## src/rtl/fetch_pkg.sv

```systemverilog
// Shared types and constants for the instruction-fetch stage: state encoding,
// opcode field location and the halt opcode.
package fetch_pkg;

  typedef enum logic [1:0] {
    IDLE  = 2'd0,
    FETCH = 2'd1,
    HALT  = 2'd2
  } fetch_state_e;

  localparam int unsigned     OPCODE_MSB       = 23;
  localparam int unsigned     OPCODE_LSB       = 20;
  localparam logic [3:0]      OP_HALT          = 4'hF;
  localparam logic [15:0]     DEFAULT_RESET_PC = 16'h0000;

endpackage

```

## src/rtl/fetch_stage_ifid_reg.sv

```systemverilog
// IF/ID pipeline register. Load captures a new instruction and marks it valid;
// clear inserts a bubble (valid drops, payload kept); otherwise everything holds.
module ifid_reg #(
  parameter int WIDTH            = 16,
  parameter int INSTRUCTIONWIDTH = 24
) (
  input  logic                        clk,
  input  logic                        rst,
  input  logic                        load_i,
  input  logic                        clear_i,
  input  logic [INSTRUCTIONWIDTH-1:0] instr_i,
  input  logic [WIDTH-1:0]            pc_i,
  output logic                        valid_o,
  output logic [INSTRUCTIONWIDTH-1:0] instr_o,
  output logic [WIDTH-1:0]            pc_o
);

  logic                        valid_q;
  logic [INSTRUCTIONWIDTH-1:0] instr_q;
  logic [WIDTH-1:0]            pc_q;

  always_ff @(posedge clk or posedge rst) begin
    if (rst) begin
      valid_q <= 1'b0;
      instr_q <= '0;
      pc_q    <= '0;
    end else if (load_i) begin
      valid_q <= 1'b1;
      instr_q <= instr_i;
      pc_q    <= pc_i;
    end else if (clear_i) begin
      valid_q <= 1'b0;
    end
  end

  assign valid_o = valid_q;
  assign instr_o = instr_q;
  assign pc_o    = pc_q;

endmodule

```

## src/rtl/fetch_stage.sv

```systemverilog
// Instruction-fetch stage: owns the PC, drives the instruction memory address
// and fills the IF/ID register. Optional halt opcode enabled by FETCH_HALT_EN.
//
// Handshake: stall=1 means decode cannot accept; PC and IF/ID hold. A redirect
// always wins over stall and leaves a one-cycle bubble in IF/ID.
module fetch_stage
  import fetch_pkg::*;
#(
  parameter int               WIDTH            = 16,
  parameter int               INSTRUCTIONWIDTH = 24,
  parameter logic [WIDTH-1:0] RESET_PC         = WIDTH'(DEFAULT_RESET_PC)
) (
  input  logic                        clk,
  input  logic                        rst,
  input  logic                        stall,
  input  logic                        redirect_valid,
  input  logic [WIDTH-1:0]            redirect_pc,
  output logic [WIDTH-1:0]            imem_addr,
  input  logic [INSTRUCTIONWIDTH-1:0] imem_rdata,
  output logic                        ifid_valid,
  output logic [INSTRUCTIONWIDTH-1:0] ifid_instr,
  output logic [WIDTH-1:0]            ifid_pc,
  output logic                        halted,
  output logic [31:0]                 fetch_count,
  output logic [1:0]                  dbg_state_o
);

  fetch_state_e     state_q, state_d;
  logic [WIDTH-1:0] pc_q, pc_d;
  logic [31:0]      count_q, count_d;
  logic             load, clear;

`ifdef FETCH_HALT_EN
  logic halted_q, halted_d;
`endif

  always_ff @(posedge clk or posedge rst) begin
    if (rst) begin
      state_q <= IDLE;
      pc_q    <= RESET_PC;
      count_q <= '0;
    end else begin
      state_q <= state_d;
      pc_q    <= pc_d;
      count_q <= count_d;
    end
  end

`ifdef FETCH_HALT_EN
  always_ff @(posedge clk or posedge rst) begin
    if (rst) halted_q <= 1'b0;
    else     halted_q <= halted_d;
  end
  assign halted = halted_q;
`else
  assign halted = 1'b0;
`endif

  always_comb begin
    state_d = state_q;
    pc_d    = pc_q;
    count_d = count_q;
    load    = 1'b0;
    clear   = 1'b0;
`ifdef FETCH_HALT_EN
    halted_d = halted_q;
`endif
    unique case (state_q)
      IDLE: state_d = FETCH;
      FETCH: begin
        if (redirect_valid) begin
          pc_d  = redirect_pc;
          clear = 1'b1;
        end else if (!stall) begin
          load    = 1'b1;
          pc_d    = pc_q + WIDTH'(1);
          count_d = count_q + 32'd1;
`ifdef FETCH_HALT_EN
          // The halt instruction itself still flows to decode.
          if (imem_rdata[OPCODE_MSB:OPCODE_LSB] == OP_HALT) begin
            state_d  = HALT;
            halted_d = 1'b1;
          end
`endif
        end
      end
      HALT: begin
        if (redirect_valid) begin
          pc_d    = redirect_pc;
          clear   = 1'b1;
          state_d = FETCH;
`ifdef FETCH_HALT_EN
          halted_d = 1'b0;
`endif
        end else if (!stall) begin
          clear = 1'b1;
        end
      end
      default: state_d = IDLE;
    endcase
  end

  ifid_reg #(
    .WIDTH            (WIDTH),
    .INSTRUCTIONWIDTH (INSTRUCTIONWIDTH)
  ) u_ifid (
    .clk     (clk),
    .rst     (rst),
    .load_i  (load),
    .clear_i (clear),
    .instr_i (imem_rdata),
    .pc_i    (pc_q),
    .valid_o (ifid_valid),
    .instr_o (ifid_instr),
    .pc_o    (ifid_pc)
  );

  assign imem_addr   = pc_q;
  assign fetch_count = count_q;
  assign dbg_state_o = state_q;

endmodule

```

## config.mk

```make
export PLATFORM = sky130hd
export DESIGN_NAME = fetch_stage
export DESIGN_NICKNAME = d
export VERILOG_FILES = /design/src/rtl/fetch_pkg.sv /design/src/rtl/fetch_stage_ifid_reg.sv /design/src/rtl/fetch_stage.sv
export SDC_FILE = /design/constraint.sdc
export NUM_CORES = 1
export LEC_CHECK = 0
export ABC_AREA = 1
export BUFFER_PORTS_ARGS = -buffer_cell sky130_fd_sc_hd__buf_4
export CAP_MARGIN = 5
export CELL_PAD_IN_SITES_DETAIL_PLACEMENT = 1
export CELL_PAD_IN_SITES_GLOBAL_PLACEMENT = 1
export CORE_UTILIZATION = 40
export CTS_BUF_LIST = sky130_fd_sc_hd__clkbuf_4 sky130_fd_sc_hd__clkbuf_8 sky130_fd_sc_hd__clkbuf_16
export DETAILED_ROUTE_END_ITERATION = 10
export GPL_ROUTABILITY_DRIVEN = 0
export PLACE_DENSITY = 0.83
export SETUP_SLACK_MARGIN = 0.5
export SLEW_MARGIN = 25
export SYNTH_ARGS = -nofsm -noshare
export SYNTH_HDL_FRONTEND = slang
export SYNTH_HIERARCHICAL = 1
export SYNTH_SLANG_ARGS = --single-unit
```

## constraint.sdc

```tcl
create_clock -name clk -period 4.3 [get_ports clk]
set_clock_uncertainty 0.1 [all_clocks]
set_input_delay 0.86 -clock clk [delete_from_list [all_inputs] [get_ports clk]]
set_output_delay 0.86 -clock clk [all_outputs]
set_load 0.005 [all_outputs]
```

==> results of run 1 <==
==> cell type report <==
class                   count  area [um^2]
clock inverters             5         60.1
inverters                  49          194
fillers                  1377         5090
clock buffers              11          253
multi-input cells         430         2040
repair buffers            135         1010
flip-flops and latches     90         2250
well taps                 140          175
==> layer usage <==
layer  track usage, %  part of all wire (%)  vias up  routed length, um
li1                 -                     -     2068                  -
met1             30.0                    43     2105               5970
met2             40.9                    49      115               6760
met3             4.86                   5.8       15                793
met4             8.95                   1.5        0                206
met5                0                     0        -                  0
==> Yosys cell counts <==
library cell / n / area, um^2
inv_2: 3 / 11.3
nor2_4: 4 / 45.0
conb_1: 2 / 7.51
o21bai_1: 1 / 7.51
a21oi_1: 2 / 10.0
nor3b_1: 1 / 7.51
nand3b_1: 5 / 37.5
ha_1: 2 / 25.0
buf_2: 4 / 20.0
o22ai_1: 1 / 6.26
inv_8: 1 / 11.3
buf_12: 1 / 20.0
o31ai_1: 1 / 7.51
nand2_2: 21 / 131
nand3_2: 2 / 20.0
nor4_1: 1 / 6.26
nand3_1: 30 / 150
nor2_1: 49 / 184
o21ai_0: 12 / 60.1
a22oi_1: 1 / 7.51
xnor2_1: 8 / 70.1
nor3_4: 1 / 16.3
and2_1: 2 / 12.5
nand2_1: 238 / 893
nand4_4: 1 / 21.3
nor3_1: 6 / 30.0
dfrtp_1: 90 / 2250
nand4_1: 13 / 81.3
clkbuf_8: 3 / 41.3
buf_6: 6 / 67.6
nor2_2: 11 / 68.8
a31oi_1: 1 / 6.26
buf_4: 3 / 22.5
xor2_1: 11 / 96.3
a211oi_1: 1 / 7.51
nor3_2: 1 / 10.0
inv_1: 45 / 169
==> critical path, stage by stage <==
cell and delay [ns]:
buf_4 0.13, inv_2 0.04, nand2_1 0.10, nor2_4 0.57, buf_4 0.42, inv_8 0.17
nand2_1 0.11, nand2_1 0.06
==> worst max-delay path by stage <==
stage / end / slack [ns] / startpoint / depth (start not counted)
floorplan: dbg_state_o[0] / 2.17 / rst / 1
global placement: u_ifid/pc_o[12] / 1.65 / stall / 8
global route: fetch_count[31] / 1.80 / redirect_valid / 7
detailed placement: fetch_count[5] / 1.61 / stall / 7
CTS: u_ifid/instr_o[14] / 1.97 / stall / 8
finish: u_ifid/instr_o[14] / 1.99 / stall / 8
==> registers in the layout, indices dropped and copies added (netlist names) <==
name / cells
dbg_state_o: 1
u_ifid/pc_o: 16
fetch_count: 32
u_ifid/valid_o: 1
imem_addr: 16
u_ifid/instr_o: 24
==> report_power, final <==
part / total, mW / leakage (nW) / switching, mW / internal [mW]
clock: 0.833 / 0.153 / 0.348 / 0.485
sequential: 1.10 / 1.14 / 0.132 / 0.966
combinational: 0.507 / 1.83 / 0.250 / 0.257
==> cell families (layout without fill, tap and decap cells) <==
kind of cell    after synthesis  in the layout  share of synthesized area (%)
simple gates                386            386                           37.0
flops                        90             90                           48.5
buf+inv                      66            200                           7.82
compound gates               20             20                           2.43
xor+xnor                     19             19                           3.58
fa+ha+maj                     2              2                          0.539
other cells                   2              3                          0.162
==> metrics by stage <==
stage,instance area [um^2],cells
final,5980,860
after CTS,5980,860
after global placement,5670,844
after global routing,5980,860
after detailed placement,5670,844
after floorplan,4650,586
==> summary.md, run 1 <==
| Metric | Value |
|---|---|
| Status | finished clean |
| Fin Hold WS | 0.377 ns |
| # Post-CTS Setup Buffers | 0 |
| CTS tree | yes |
| Worst slew pin tran | 0.790 ns |
| Power Total | 2.44 mW |
| HP Start | u_ifid/pc_o[0] |
| Top Ports | between 100 and 150 |
| Synthesized cell area | 0.00464 mm^2 |
| First-pass GRT wire length | 21.9 mm |
| Fin nets | 761 |
| DRT Wirelength | 13.7 mm |
| Cts repair resizes | 0 |
| Layout cells sized above 1 | ~27% |
| Core footprint | ~0.011 mm^2 |
| Reg-to-reg endpoint | u_ifid/instr_o[14] |
| Critical Path AT | approximately 2.5 ns |
| Gr usage total | 24.0% |
| Port bufs | between 100 and 150 |
| Pwr/cell area | 408 mW/mm^2 |
| Worst setup margin | 1.99 ns |
| Final ANT Viol Nets | 0 |
| Max Fanout on Critical Path | 41 |
| # setup viols final | 0 |
| Seq/Total Area, Yosys | 48.5% |
| Pleak | 3.12 nW |
| Worst EP required | approximately 4.4 ns |
| Clock tree buffer depth | 2 |
| Clk_lat worst skew | ~0.35 ns |
| Inserted Diodes | 0 |
| Register-to-Register Path Depth | 6 |
| Hold Path Stages | 2 |
| H-tree depth | 3 |
| Num rows | 38 |
| Area delta synth->final | 28.9% |
| Rel. slew slack | 47.2% |
| Min-Delay Endpoint | u_ifid/pc_o[0] |
| Clock Sinks | 90 |
| Kind of critical path | primary input to flop |
| Crit path capture type | flop |
| Utilization after layout | between 50% and 60% |
| RSZ-0062 raised after global routing | false |
| Worst R2R Start | dbg_state_o[0] |
| Final setup TNS | 0 ns |
| CTS Hold Bufs | 0 |
| Worst slack at placement | 1.61 ns |
| Max-cap violations | 0 |
| Synth Register Bits | 90 |
| Fin. max-slew vios | 0 |
| Antenna violations before repair | 0 |
| Final hold violation count | 0 |
| Most frequent cells in the layout | 238 x nand2_1, 135 x buf_4, 90 x dfrtp_1 |
| Worst-path clk slew | approximately 0.060 ns |
| R2R Setup Slk | 2.16 ns |
| Die width | 110 um |
| HPWL Detailed | between 10 and 15 mm |
| Syn avg cell area | 7.93 um^2 |
| Chip Height | 110 um |
| TritonCTS Buffers | 9 |
| Vias | 4303 |
| Worst VDD drop | 0.282 mV |
| Minimum clock period | 2.31 ns |
| Fmax | 432 MHz |
| Initial DRC count | 195 |
| Largest net degree at the start of global routing | 50 |
| Number of vias per cell | 5.00 |
| Total grt overflow | 0 |
| Post-Synthesis Cells | about 600 |
| Starting Density | 41.9% |
| Die ar. | 0.0120 mm^2 |
| Ys Warns | 6 |
| Routed WL per cell | 16.0 um |
| CP Launch Type | primary input |
| Final Cycle Share | 53.8% |
| CTS Root Cell | clkbuf_16 |
| Hold WC Path Type | flop to flop |
| 1st-pass router iterations | 4 |
| DRC viols | 0 |
| Vias in the first global route | ~4400 |
| Most common cell after layout, fill and taps aside | nand2_1 |
| Count of unique library cells instantiated by Yosys | 37 |
Power figures use the tool's default switching activity.
==> run 2, diff against run 1 <==
--- a/config.mk
+++ b/config.mk
@@ -10,11 +10,11 @@
 export CAP_MARGIN = 5
 export CELL_PAD_IN_SITES_DETAIL_PLACEMENT = 1
 export CELL_PAD_IN_SITES_GLOBAL_PLACEMENT = 1
-export CORE_UTILIZATION = 40
+export CORE_UTILIZATION = 34
 export CTS_BUF_LIST = sky130_fd_sc_hd__clkbuf_4 sky130_fd_sc_hd__clkbuf_8 sky130_fd_sc_hd__clkbuf_16
 export DETAILED_ROUTE_END_ITERATION = 10
 export GPL_ROUTABILITY_DRIVEN = 0
-export PLACE_DENSITY = 0.83
+export PLACE_DENSITY = 0.75
 export SETUP_SLACK_MARGIN = 0.5
 export SLEW_MARGIN = 25
 export SYNTH_ARGS = -nofsm -noshare
==> constraint.sdc (replaced) <==
create_clock -name clk -period 2 [get_ports clk]
set_clock_uncertainty 0.1 [all_clocks]
set_input_delay 0.4 -clock clk [delete_from_list [all_inputs] [get_ports clk]]
set_output_delay 0.4 -clock clk [all_outputs]
set_load 0.005 [all_outputs]
==> summary.md, run 2 (synthesis gave the netlist of run 1 again) <==
| Metric | Value |
|---|---|
| TritonCTS Buffers | 9 (unchanged) |
| Crit path capture type | flop |
| Layout Cells excl Fill | 957 (+11%) |
| CP Launch Type | flop |
| Worst slack at placement | 0.191 ns (-1.42 ns) |
| Clock Sinks | 90 (unchanged) |
| Largest stage delay, worst path | 0.43 ns (-0.14 ns) |
| Largest net degree at the start of global routing | 42 (-16%) |
| H-tree depth | 3 (unchanged) |
| Register-to-Register Path Depth | 9 (+3) |
| Pwr/cell area | 840 mW/mm^2 (+110%) |
| Core footprint | 0.0133 mm^2 (+20%) |
| Fillers | 1589 (+15%) |
| HPWL Detailed | 10.5 mm (+2.5%) |
| Crit-path slowest cell | dfrtp_1 |
| Pleak | 3.48 nW (+11%) |
| Fmax | 614 MHz |
| Vias in the first global route | 4689 (+5.6%) |
| Layout cells sized above 1 | 41.9% (+15 points) |
| # setup viols final | 0 (unchanged) |
| Critical Path AT | 1.75 ns (-0.70 ns) |
| Gr usage total | 22.0% (-2.0 points) |
| Most common cell after layout, fill and taps aside | nand2_1 |
| Initial DRC count | 269 (+38%) |
| Most frequent cells in the layout | 227 x nand2_1, 169 x buf_4, 71 x dfrtp_1 |
| Top Ports | 136 (unchanged) |
| Multi-input logic area | 0.00227 mm^2 (+11%) |
| CTS tree | yes |
| Max reg flops | 32 (unchanged) |
| Max Fanout on Critical Path | 5 (-88%) |
| Antenna violations before repair | 0 (unchanged) |
| Num rows | 42 (+11%) |
| Clock tree buffer depth | 2 (unchanged) |
| Total grt overflow | 0 (unchanged) |
| Max-cap violations | 0 (unchanged) |
| Final hold violation count | 1 (+1) |
| RSZ-0062 raised after global routing | true |
| Die ar. | 0.0141 mm^2 (+17%) |
| Vias | 4639 (+7.8%) |
| Die width | 119 um (+8.3%) |
| Fin. max-slew vios | 0 (unchanged) |
| Chip Height | 119 um (+8.3%) |
| Inserted Diodes | 0 (unchanged) |
| Minimum clock period | 1.63 ns |
| Rel. slew slack | 65.4% (+18 points) |
| Worst-path clk slew | 0.07 ns (about the same) |
| DRC viols | 0 (unchanged) |
| Crit-path cells | buf_6 > inv_4 > nor2_4 > buf_6 > nor2_4 > clkinvlp_4 > buf_6 > nor2_4 > a31oi_2 |
| DRT Wirelength | 16.7 mm (+21%) |
| Fin Hold WS | -0.00149 ns (-0.378 ns) |
| Area delta synth->final | 49.6% |
| Number of vias per cell | 4.85 (-3.1%) |
| Hold WC Path Type | primary input to asynchronous set/reset pin |
| Port bufs | 133 (unchanged) |
| First-pass GRT wire length | 24.3 mm (+11%) |
| Failing checks | negative hold slack |
| Final setup TNS | 0 ns (unchanged) |
| Worst setup margin | 0.373 ns (-1.61 ns) |
| Final Cycle Share | 81.4% |
| Final ANT Viol Nets | 0 (unchanged) |
| Routed WL per cell | 17.4 um (+9.2%) |
| Sequential Area | 0.00228 mm^2 (+1.1%) |
| 1st-pass router iterations | 4 (unchanged) |
| Post-Place Cells | 889 (+5.3%) |
| Clk_lat worst skew | 0.34 ns (about the same) |
| Worst slew pin tran | 0.518 ns (-0.272 ns) |
| Starting Density | 34.9% (-7.0 points) |
| Kind of critical path | flop to flop |
| Fin nets | 822 (+8.0%) |
| CTS Hold Bufs | 0 (unchanged) |
| Worst VDD drop | 0.350 mV (+24%) |
| Worst EP required | 2.12 ns (-2.32 ns) |
| Status | complete, but fails checks |
| CTS Root Cell | clkbuf_16 |
| Utilization after layout | 52.2% (-1.8 points) |
==> run 2: cell count changes in the layout (fill, tap and decap cells not counted), moves of 5 or more <==
cell     before  now
buf_6         0   20
dfrtp_2       0   19
buf_4       135  169
nor2_2       10   15
dfrtp_1      90   71
nand2_2      21   31
nand2_1     238  227
nor2_4        5   18
nor2_1       49   31
==> run 2: path summary, 6_finish.rpt <==
path / end / slack, ns / start
max: imem_addr[1] / 0.37 / dbg_state_o[0]
min: fetch_count[0] / -0.001 / rst
max reg2reg: imem_addr[1] / 0.37 / dbg_state_o[0]
min reg2reg: u_ifid/pc_o[2] / 0.37 / u_ifid/pc_o[2]
max in group asynchronous: fetch_count[15] / 1.26 / rst
min in group clk: u_ifid/instr_o[19] / 0.16 / imem_rdata[19]
==> run 2: critical path: cells and delay by family (launching register included) <==
kind | cells | cell delay (ns)
simple gates | 3 | 0.28
compound gates | 1 | 0.04
flops | 1 | 0.43
buf+inv | 5 | 0.64
==> run 2: per-stage QoR <==
step,area (um^2),power (mW)
6_report,6950,5.84
5_1_grt,6950,6.12
4_1_cts,6450,5.66
3_5_place_dp,5800,3.56
3_3_place_gp,5800,3.49
2_1_floorplan,4650,2.84
==> run 2: what timing repair did <==
item | 4_1_cts | 5_1_grt
endpoints found under the setup margin | 84 | 99
buffers inserted | 27 | 22
cloned | 0 | 3
pin swaps | 11 | 26
resized for setup | 41 | 79
endpoints found under the hold margin | 0 | 0
==> run 2: area by class of cell <==
class                      count  area share [%]
clock buffer                  12            3.66
clock inverter                 4            1.08
inverter                      49            3.17
multi-input combinational    430            32.6
sequential                    90            32.8
tap                          176            3.17
timing repair buffer         195            23.4
timing repair inverter         1           0.162
==> run 2: layer usage <==
metal  track usage [%]  share of wire [%]  up-vias
met3              3.45                5.1       21
met1              28.6                 43     2280
met5                 0                  0        -
met4              8.15                1.9        0
met2              36.9                 50      150
li1                  -                  -     2188
==> run 2: report_power, final <==
part / leakage, nW / switching, mW / internal [mW]
clock: 0.156 / 0.741 / 1.16
combinational: 2.20 / 0.750 / 0.832
sequential: 1.12 / 0.269 / 2.08
total: 3.48 / 1.76 / 4.08
